<file path="config.mk">
export PLATFORM = sky130hd
export DESIGN_NAME = gen_scheduler
export DESIGN_NICKNAME = d
export VERILOG_FILES = /design/src/rtl/gen_sched_pkg.sv /design/src/rtl/gen_lfsr.sv /design/src/rtl/gen_scheduler.sv
export SDC_FILE = /design/constraint.sdc
export NUM_CORES = 1
export LEC_CHECK = 0
export ABC_AREA = 1
export BUFFER_PORTS_ARGS = -buffer_cell sky130_fd_sc_hd__clkbuf_2
export CAP_MARGIN = 20
export CELL_PAD_IN_SITES_DETAIL_PLACEMENT = 0
export CELL_PAD_IN_SITES_GLOBAL_PLACEMENT = 2
export CORE_ASPECT_RATIO = 1.5
export CORE_MARGIN = 1.5
export CORE_UTILIZATION = 36
export CTS_CLUSTER_DIAMETER = 80
export CTS_CLUSTER_SIZE = 40
export DETAILED_ROUTE_END_ITERATION = 7
export PLACE_DENSITY_LB_ADDON = 0.1
export SETUP_SLACK_MARGIN = 0.15
export SYNTH_ARGS = -nofsm -noshare
export SYNTH_HDL_FRONTEND = slang
export SYNTH_SLANG_ARGS = --single-unit
</file>
<file path="constraint.sdc">
create_clock -name clk -period 9.84 [get_ports clk]
set_input_delay 0.984 -clock clk [delete_from_list [all_inputs] [get_ports clk]]
set_output_delay 0.984 -clock clk [all_outputs]
set_load 0.02 [all_outputs]
</file>
<file path="src/rtl/gen_sched_pkg.sv">
// Shared types and constants for the sample scheduler and its LFSR.
// Pure declarations; no timing or backpressure of its own.
package gen_sched_pkg;

  localparam int unsigned DEFAULT_DATA_W   = 8;
  localparam int unsigned DEFAULT_PERIOD_W = 16;
  localparam int unsigned DEFAULT_CNT_W    = 8;
  localparam int unsigned LFSR_W           = 16;

  localparam logic [LFSR_W-1:0] DEFAULT_SEED = 16'hACE1;
  // Feedback taps at bits 0, 2, 3 and 5 of the current value.
  localparam logic [LFSR_W-1:0] LFSR_TAPS    = 16'h002D;

  typedef enum logic [1:0] {
    IDLE = 2'd0,
    WAIT = 2'd1,
    EMIT = 2'd2,
    DONE = 2'd3
  } state_e;

  function automatic logic [LFSR_W-1:0] lfsr_next(input logic [LFSR_W-1:0] l);
    return {^(l & LFSR_TAPS), l[LFSR_W-1:1]};
  endfunction

endpackage

</file>
<file path="src/rtl/gen_lfsr.sv">
// 16-bit right-shifting Fibonacci LFSR; advances one step per cycle with step high.
// Value is registered; a zero seed falls back to the default so the register never locks up.
module gen_lfsr
  import gen_sched_pkg::*;
(
  input  logic              clk,
  input  logic              rst,
  input  logic              step,
  input  logic [LFSR_W-1:0] seed,
  output logic [LFSR_W-1:0] value
);

  logic [LFSR_W-1:0] value_q;

  always_ff @(posedge clk or posedge rst) begin
    if (rst) begin
      value_q <= (seed == '0) ? DEFAULT_SEED : seed;
    end else if (step) begin
      value_q <= lfsr_next(value_q);
    end
  end

  assign value = value_q;

endmodule

</file>
<file path="src/rtl/gen_scheduler.sv">
// Periodic pseudo-random sample generator: first valid P cycles after start, then P cycles after each accept.
// Holds the sample pair stable under ready=0; abort returns to IDLE at the next edge without a done pulse.
module gen_scheduler
  import gen_sched_pkg::*;
#(
  parameter int unsigned       DATA_W   = DEFAULT_DATA_W,
  parameter int unsigned       PERIOD_W = DEFAULT_PERIOD_W,
  parameter int unsigned       CNT_W    = DEFAULT_CNT_W,
  parameter logic [LFSR_W-1:0] SEED     = DEFAULT_SEED
) (
  input  logic                clk,
  input  logic                rst,
  input  logic                start,
  input  logic                abort,
  input  logic [PERIOD_W-1:0] period,
  input  logic [CNT_W-1:0]    burst_len,
  output logic [DATA_W-1:0]   dataout1,
  output logic [DATA_W-1:0]   dataout2,
  output logic                valid,
  input  logic                ready,
  output logic                busy,
  output logic                done,
  output logic [31:0]         elapsed
);

  state_e              state_q, state_d;
  logic [PERIOD_W-1:0] timer_q, timer_d;
  logic [PERIOD_W-1:0] period_q, period_d;
  logic [CNT_W-1:0]    burst_q, burst_d;
  logic [CNT_W-1:0]    count_q, count_d;
  logic [31:0]         elapsed_q, elapsed_d;
  logic                valid_q, valid_d;
  logic [DATA_W-1:0]   d1_q, d1_d;
  logic [DATA_W-1:0]   d2_q, d2_d;

  logic                lfsr_step;
  logic [LFSR_W-1:0]   lfsr_val;
  logic [DATA_W-1:0]   sample;
  logic [CNT_W-1:0]    count_inc;
  logic [PERIOD_W-1:0] period_eff;

  gen_lfsr u_lfsr (
    .clk   (clk),
    .rst   (rst),
    .step  (lfsr_step),
    .seed  (SEED),
    .value (lfsr_val)
  );

  // The sample is taken from the post-step value so it lands in the same edge as the step.
  assign sample     = DATA_W'(lfsr_next(lfsr_val));
  assign count_inc  = count_q + 1'b1;
  assign period_eff = (period == '0) ? PERIOD_W'(1) : period;

  always_comb begin
    state_d   = state_q;
    timer_d   = timer_q;
    period_d  = period_q;
    burst_d   = burst_q;
    count_d   = count_q;
    elapsed_d = elapsed_q;
    valid_d   = valid_q;
    d1_d      = d1_q;
    d2_d      = d2_q;
    lfsr_step = 1'b0;

    if (state_q != IDLE && elapsed_q != '1) begin
      elapsed_d = elapsed_q + 32'd1;
    end

    case (state_q)
      IDLE: begin
        if (start) begin
          period_d  = period_eff;
          burst_d   = burst_len;
          timer_d   = period_eff;
          count_d   = '0;
          elapsed_d = '0;
          state_d   = WAIT;
        end
      end
      WAIT: begin
        timer_d = timer_q - 1'b1;
        if (timer_q <= PERIOD_W'(1)) begin
          lfsr_step = 1'b1;
          d1_d      = sample;
          d2_d      = sample + 1'b1;
          valid_d   = 1'b1;
          state_d   = EMIT;
        end
      end
      EMIT: begin
        if (ready) begin
          count_d = count_inc;
          valid_d = 1'b0;
          if (burst_q != '0 && count_inc == burst_q) begin
            state_d = DONE;
          end else begin
            timer_d = period_q;
            state_d = WAIT;
          end
        end
      end
      DONE: begin
        state_d = IDLE;
      end
      default: begin
        state_d = IDLE;
      end
    endcase

    // Abort overrides whatever the state decided above, including a pending step or transfer.
    if (abort && state_q != IDLE) begin
      state_d   = IDLE;
      valid_d   = 1'b0;
      lfsr_step = 1'b0;
      d1_d      = d1_q;
      d2_d      = d2_q;
      count_d   = count_q;
      timer_d   = timer_q;
    end
  end

  always_ff @(posedge clk or posedge rst) begin
    if (rst) begin
      state_q   <= IDLE;
      timer_q   <= '0;
      period_q  <= '0;
      burst_q   <= '0;
      count_q   <= '0;
      elapsed_q <= '0;
      valid_q   <= 1'b0;
      d1_q      <= '0;
      d2_q      <= '0;
    end else begin
      state_q   <= state_d;
      timer_q   <= timer_d;
      period_q  <= period_d;
      burst_q   <= burst_d;
      count_q   <= count_d;
      elapsed_q <= elapsed_d;
      valid_q   <= valid_d;
      d1_q      <= d1_d;
      d2_q      <= d2_d;
    end
  end

  assign dataout1 = d1_q;
  assign dataout2 = d2_q;
  assign valid    = valid_q;
  assign busy     = (state_q != IDLE);
  assign done     = (state_q == DONE);
  assign elapsed  = elapsed_q;

endmodule
</file>
# Word-level counts from Yosys, hierarchy flattened
# Index checks and enable logic that the tools add are counted.
# word_totals
ff_bits	115
elab_cells	68
out_inout_bits	51
inputBits	29
# op_classes
bitwise_logic	1
n_lt_le_gt_ge	1
n_addsub	4
mux	24
n_eq_ne	11
reduce_logical	17
# ops
operator	count
32-bit two-way mux	3
16-bit two-way mux	4
16-bit case mux with 3 select lines	1
32-bit by 1-bit adder with 32-bit output, second input constant	1
32-bit inequality test, second input constant	1
8-bit by 1-bit adder with 8-bit output, second input constant	2
16-bit by 1-bit <= comparator with 1-bit output, second input constant	1
16-bit logical NOT	1
8-bit two-way mux	2
8-bit case mux with 2 select lines	1
16-bit parity	1
16-bit by 1-bit subtractor with 16-bit output, second input constant	1
2-bit two-way mux	5
3-bit inequality test, second input constant	3
3-bit AND reduction	3
8-bit equality test	1
2-bit case mux with 4 select lines	1
8-bit nonzero test	1
1-bit two-way mux	6
2-bit inequality test, second input constant	3
3-bit nonzero test	2
5-bit AND reduction	1
2-bit equality test, second input constant	2
4-bit AND reduction	1
7 further kinds	10

# Logic depth before layout (Yosys ltp)
# Gate-level depths: netlist (run 1).
# logic_depth
depth_word	7
ltp_mapped	14
ltp_nobuf	13

# Least setup slack after synthesis (run 1)
# Ideal clock, no wire load.
# synth_timing
path_type	input to register
startpoint	input start
endpoint	register elapsed_q[15] (netlist: elapsed[15])
cell_stages	6
setup_slack_ns	7.806
setup_ns	0.086
path_buffers	3
arrival_time_ns	1.948
required_time_ns	9.754
path_cell_list	buf_2 nand2_1 clkbuf_1 inv_1 clkbuf_1 nor3_1
# synth_between
elab_chain_len	2
# synth_rtl
element	line_no	source
start: declaration	gen_scheduler.sv:13	input logic start,
32-bit two-way mux	gen_scheduler.sv:73	if (start) begin
32-bit two-way mux	gen_scheduler.sv:71	case (state_q)
named net elapsed_d[15]	gen_scheduler.sv:31	logic [31:0] elapsed_q, elapsed_d;
end signal: assignment	gen_scheduler.sv:141	elapsed_q <= elapsed_d;
end: declaration	gen_scheduler.sv:31	
# The timed path passes the listed nets, and every way through them passes these cells.
# A chain may end at the register's enable or synchronous reset.

# Worst setup path in the final report (run 1)
# layout_timing
startpoint	register state_q[1]
endpoint	output busy
# layout_between
elab_chain_len	1
# layout_rtl
element	line_no	source
start: declaration	gen_scheduler.sv:26	state_e state_q, state_d;
start signal: assignment	gen_scheduler.sv:136	state_q <= state_d;
2-bit nonzero test	gen_scheduler.sv:151	assign busy = (state_q != IDLE);
end: declaration	gen_scheduler.sv:21	output logic busy,
# No other way between the ends.

==> results of run 1 <==
-- registers in the layout, summed over array words and instances, names as in the netlist --
signal and flops:
count_q 8, burst_q 8, state_q 2, u_lfsr.value 16, elapsed 32, valid 1
dataout1 8, dataout2 8, timer_q 16, period_q 16
-- worst max path at each step --
stage / slack, ns / to / from
detailed placement: 7.01 / dataout2[0] / state_q[0]
CTS: 6.79 / busy / state_q[1]
finish: 6.80 / busy / state_q[1]
global route: 6.64 / busy / state_q[1]
global placement: 7.06 / dataout2[0] / state_q[1]
floorplan: 5.83 / burst_q[0] / rst
-- report_power, final --
| group | total [mW] | internal [mW] | switching [mW] |
|---|---|---|---|
| sequential | 0.789 | 0.627 | 0.162 |
| clock | 0.662 | 0.432 | 0.230 |
| combinational | 1.00 | 0.329 | 0.675 |
-- per-layer routing --
| layer | global-route usage (%) | wire length, um |
|---|---|---|
| met5 | 0 | 0 |
| met4 | 8.91 | 559 |
| met2 | 38.8 | 10400 |
| met1 | 22.9 | 7980 |
| met3 | 3.72 | 472 |
-- cells by family (layout without fill, tap and decap cells) --
logic type / after synthesis / in the layout / share of synthesized area, %
buffers and inverters: 135 / 221 / 8.21
adders and majority gates: 11 / 11 / 2.04
xor gates and xnor gates: 19 / 19 / 2.47
DFF: 115 / 115 / 42.9
and+or+nand+nor: 556 / 556 / 34.6
AOI/OAI and AO/OA: 121 / 121 / 9.61
muxes: 1 / 1 / 0.167
-- cells in the mapped netlist (4+ instances only) --
library cell	n	area, sq um
inv_1	102	383
nand2_1	339	1270
buf_6	4	45.0
o21ai_0	57	285
nor3_1	18	90.1
o22ai_1	5	31.3
dfstp_2	8	210
ha_1	11	138
xnor2_1	5	43.8
nor2_1	94	353
clkbuf_1	15	56.3
dfrtp_1	107	2680
o21bai_1	6	45.0
nand4_1	9	56.3
nand3_1	74	370
xor2_1	14	123
a21oi_1	43	215
a22oi_1	7	52.6
buf_2	7	35.0
-- cell type report --
| class | count | share of cell area, % |
|---|---|---|
| tap | 252 | 3.96 |
| clock buffer | 21 | 5.65 |
| clock inverter | 11 | 2.21 |
| sequential | 115 | 36.2 |
| timing repair buffer | 84 | 5.68 |
| inverter | 105 | 4.98 |
| multi-input combinational | 708 | 41.3 |
-- critical path: stages (launching register included) --
cell      delay (ns)
dfrtp_1         0.43
inv_1           0.13
ha_1            0.57
inv_1           0.27
clkbuf_2        0.24
==> impl_metrics.json, run 1 <==
{
  "synth_ff_type": "dfrtp_1",
  "clock.fmax_ghz": 0.329,
  "std_cell_rows": 61,
  "ys_seq_elements": 115,
  "reg2reg_setup_slack_ns": 7.04,
  "dieArea_sq_um": 19500,
  "wl_um": 19400,
  "regArea_sq_um": 2890,
  "finish.utilization_pct": 43.2,
  "postCtsSetupBuffers": 0,
  "clk_latency_ns": 0.43,
  "required_ns": 8.86,
  "r2r-end": "dataout2[0]",
  "cts_buffers": 17,
  "initial_utilization_pct": 36.5,
  "multi_input_area_sq_um": 3290,
  "cts_tree": "yes",
  "cts_sinks": 115,
  "grt-ovfl-total": 0,
  "period_needed_ns": 3.04,
  "fillers": 2027,
  "hold_depth": 2,
  "synth-edff-count": 0,
  "layout_commonest_cell": "nand2_1",
  "rsz0062_at_grt": "false",
  "hpwl_um": 14200,
  "setup.worst_path.start_class": "flip-flop",
  "fin_nets": 1071,
  "r2r_cells": 10,
  "drt-vias-per-instance": 4.71,
  "antenna_found_initial": 0,
  "status": "completed",
  "diodes": 0,
  "post-route-period-util_pct": 30.9,
  "core-area_sq_um": 18500,
  "fin_tns_setup_ns": 0,
  "end_kind": "primary output",
  "dp_slack_ns": 7.01,
  "track_usage_pct": 20.9,
  "p_per_area_nw_per_um2": 308,
  "place.gp.congestion": 0.828,
  "worst_hold_slack_ns": 0.472,
  "port_buffers": 79,
  "root_buffer": "clkbuf_16",
  "syn_inst": 958,
  "grt_first_pass_wirelength_um": 30900,
  "die_h_um": 170,
  "syn_nets": 998,
  "avgSynthCellArea_sq_um": 7.03,
  "timing.max_cap.violations": 0,
  "worstReg2RegStart": "state_q[1]",
  "hold_path.class": "flip-flop to flip-flop",
  "finalPower_mw": 2.45,
  "drt-pass1-iter-count": 5,
  "vdd_ir_drop_max_uv": 145,
  "leakage_nw": 4.03,
  "async_flop_share_pct": 100,
  "holdBufCountCts": 0,
  "routedWlPerCell_um": 15.0,
  "grt_pass1_vias": 6008,
  "final.setup_skew_ns": 0.00837,
  "final_cell_mix": "nand2_1 (339), dfrtp_1 (107), inv_1 (101)",
  "clockBufferDepth": 2,
  "instances_no_fill": 1296,
  "ys_warn_count": 0,
  "worst-setup-path-type": "flip-flop to primary output",
  "grt_max_degree": 71,
  "yosysSeqAreaShare_pct": 42.9,
  "whs_endpoint": "u_lfsr.value[10]",
  "relSlewSlack_pct": 37.2,
  "drc": 0,
  "ant_nets": 0,
  "drt_iter0_drc": 319,
  "path_max_fanout": 17,
  "design.portCount": 80,
  "drive_gt1_share_pct": 13.7,
  "via_count": 6101,
  "slew_violations": 0,
  "die_w_um": 115,
  "htree_levels": 4,
  "hold_viol": 0,
  "worstMarginPinSlew_ns": 0.943,
  "cts_resized": 0,
  "final.setup.worst_slack_ns": 6.80,
  "clkTransAtPathRegs_ns": 0.06,
  "synth_area_sq_um": 6730,
  "hp-start": "u_lfsr.value[10]",
  "place_inst": 1264,
  "place_area_sq_um": 7340,
  "arrival_ns": 2.06,
  "syn2layout_area_growth_pct": 18.4,
  "stdcell_area_sq_um": 7970,
  "synthDistinctLibCells": 36,
  "setup_violations": 0
}
No activity file was read; power rests on OpenSTA's default activity.
==> run 2, diff against run 1 <==
CORE_UTILIZATION = 33   (was 36)
clock period = 3 ns   (was 9.84 ns; I/O delays follow)
==> impl_metrics.json, run 2 (same netlist as run 1, synthesis figures left out) <==
{
  "clockBufferDepth": 2,
  "grt_pass1_vias": 6161,
  "final.setup.worst_slack_ns": 0.810,
  "root_buffer": "clkbuf_16",
  "via_count": 6241,
  "diodes": 0,
  "final.setup_skew_ns": 0.0138,
  "critical_path.top_delay_family": "simple AND/OR/NAND/NOR gates",
  "largest_reg_flops": 32,
  "status": "completed",
  "worst-setup-path-type": "flip-flop to flip-flop",
  "drt-pass1-iter-count": 4,
  "hp-start": "burst_len[6]",
  "cp_slowest_stage_delay_ns": 0.44,
  "grt_first_pass_wirelength_um": 32700,
  "drt-vias-per-instance": 4.75,
  "dp_slack_ns": 0.809,
  "cts_tree": "yes",
  "design.portCount": 80,
  "antenna_found_initial": 0,
  "setup_violations": 0,
  "grt-ovfl-total": 0,
  "grt_max_degree": 65,
  "fillers": 2188,
  "hold_depth": 3,
  "crit_slowest_cell": "dfrtp_1",
  "arrival_ns": 2.52,
  "setup.worst_path.start_class": "flip-flop",
  "port_buffers": 79,
  "path_max_fanout": 21,
  "hold_path.class": "primary input to flip-flop",
  "htree_levels": 4,
  "syn2layout_area_growth_pct": 18.6,
  "drc": 0,
  "place.gp.congestion": 0.777,
  "relSlewSlack_pct": 54.4,
  "die_h_um": 178,
  "leakage_nw": 4.03,
  "clock.fmax_ghz": 0.457,
  "hpwl_um": 14800,
  "std_cell_rows": 63,
  "track_usage_pct": 19.9,
  "initial_utilization_pct": 33.9,
  "fin_tns_setup_ns": 0,
  "post-route-period-util_pct": 73.0,
  "end_kind": "flip-flop",
  "cts_sinks": 115,
  "r2r_cells": 7,
  "die_w_um": 120,
  "routedWlPerCell_um": 15.3,
  "core-area_sq_um": 19900,
  "vdd_ir_drop_max_uv": 395,
  "cp.depth": 7,
  "cp_cell_sequence": "inv_1 -> ha_1 -> buf_4 -> a21oi_1 -> nor2_2 -> nand2_1 -> o21ai_0",
  "final_cell_mix": "nand2_1 (339), dfrtp_1 (107), inv_1 (101)",
  "rsz0062_at_grt": "false",
  "drive_gt1_share_pct": 14.6,
  "instances_no_fill": 1313,
  "ant_nets": 0,
  "p_per_area_nw_per_um2": 990,
  "worstReg2RegStart": "state_q[0]",
  "period_needed_ns": 2.19,
  "hold_viol": 0,
  "fin_nets": 1080,
  "cts_buffers": 17,
  "place_inst": 1280,
  "worst-path-buf-inv": 2,
  "required_ns": 3.33,
  "slew_violations": 0,
  "dieArea_sq_um": 21300,
  "clk_latency_ns": 0.43,
  "finish.utilization_pct": 40.2,
  "crit_start": "state_q[0]",
  "wl_um": 20100,
  "clkTransAtPathRegs_ns": 0.07,
  "layout_commonest_cell": "nand2_1",
  "timing.max_cap.violations": 0,
  "drt_iter0_drc": 260,
  "worstMarginPinSlew_ns": 0.683
}
[run 2: what timing repair did]
item / 4_1_cts / 5_1_grt
resized for setup: 0 / 0
hold endpoints to repair: 23 / 0
setup buffers: 0 / 0
hold buffers: 1 / 0
[run 2: worst min-delay path: cells and delay by family]
family | cells | cell delay (ns)
and+or+nand+nor | 2 | 0.10
buffers and inverters | 1 | 0.07
[run 2: path summary, 6_finish.rpt]
| check | endpoint | slack (ns) |
|---|---|---|
| max | count_q[1] | 0.81 |
| min | burst_q[6] | 0.08 |
| max reg2reg | count_q[1] | 0.81 |
| min reg2reg | u_lfsr.value[10] | 0.46 |
| max in group asynchronous | u_lfsr.value[7] | 1.69 |
| min in group asynchronous | period_q[5] | 0.49 |
[run 2: cell type report]
cell class	instances	area (sq um)	share of cell area (%)
clock buffers	17	425	5.33
clock inverters	15	141	1.77
inverters	105	398	4.98
multi-input cells	708	3290	41.2
flip-flops and latches	115	2890	36.2
well taps	260	325	4.07
repair buffers	93	515	6.46
[run 2: report_power, final]
group / switching [mW] / leakage, nW / internal (mW)
combinational: 2.26 / 2.30 / 1.11
sequential: 0.517 / 1.46 / 2.05
clock: 0.875 / 0.266 / 1.09
total: 3.65 / 4.03 / 4.26
[run 2: stage by stage]
step / hold WS (ns) / power, mW / cell area, sq um
after floorplan: 0.410 / 5.00 / 6740
after global placement: 0.406 / 6.00 / 7410
after detailed placement: 0.412 / 6.01 / 7410
after CTS: 0.0543 / 8.02 / 7990
after global routing: 0.0661 / 8.60 / 7990
final: 0.0776 / 7.91 / 7990
[run 2: per-layer routing]
layer / up-vias / GRT usage (%) / share of wire (%)
met4: 0 / 6.45 / 1.5
met1: 2932 / 23.1 / 42
met5: - / 0 / 0
met2: 85 / 36.7 / 54
met3: 21 / 3.79 / 2.4
li1: 3203 / - / -
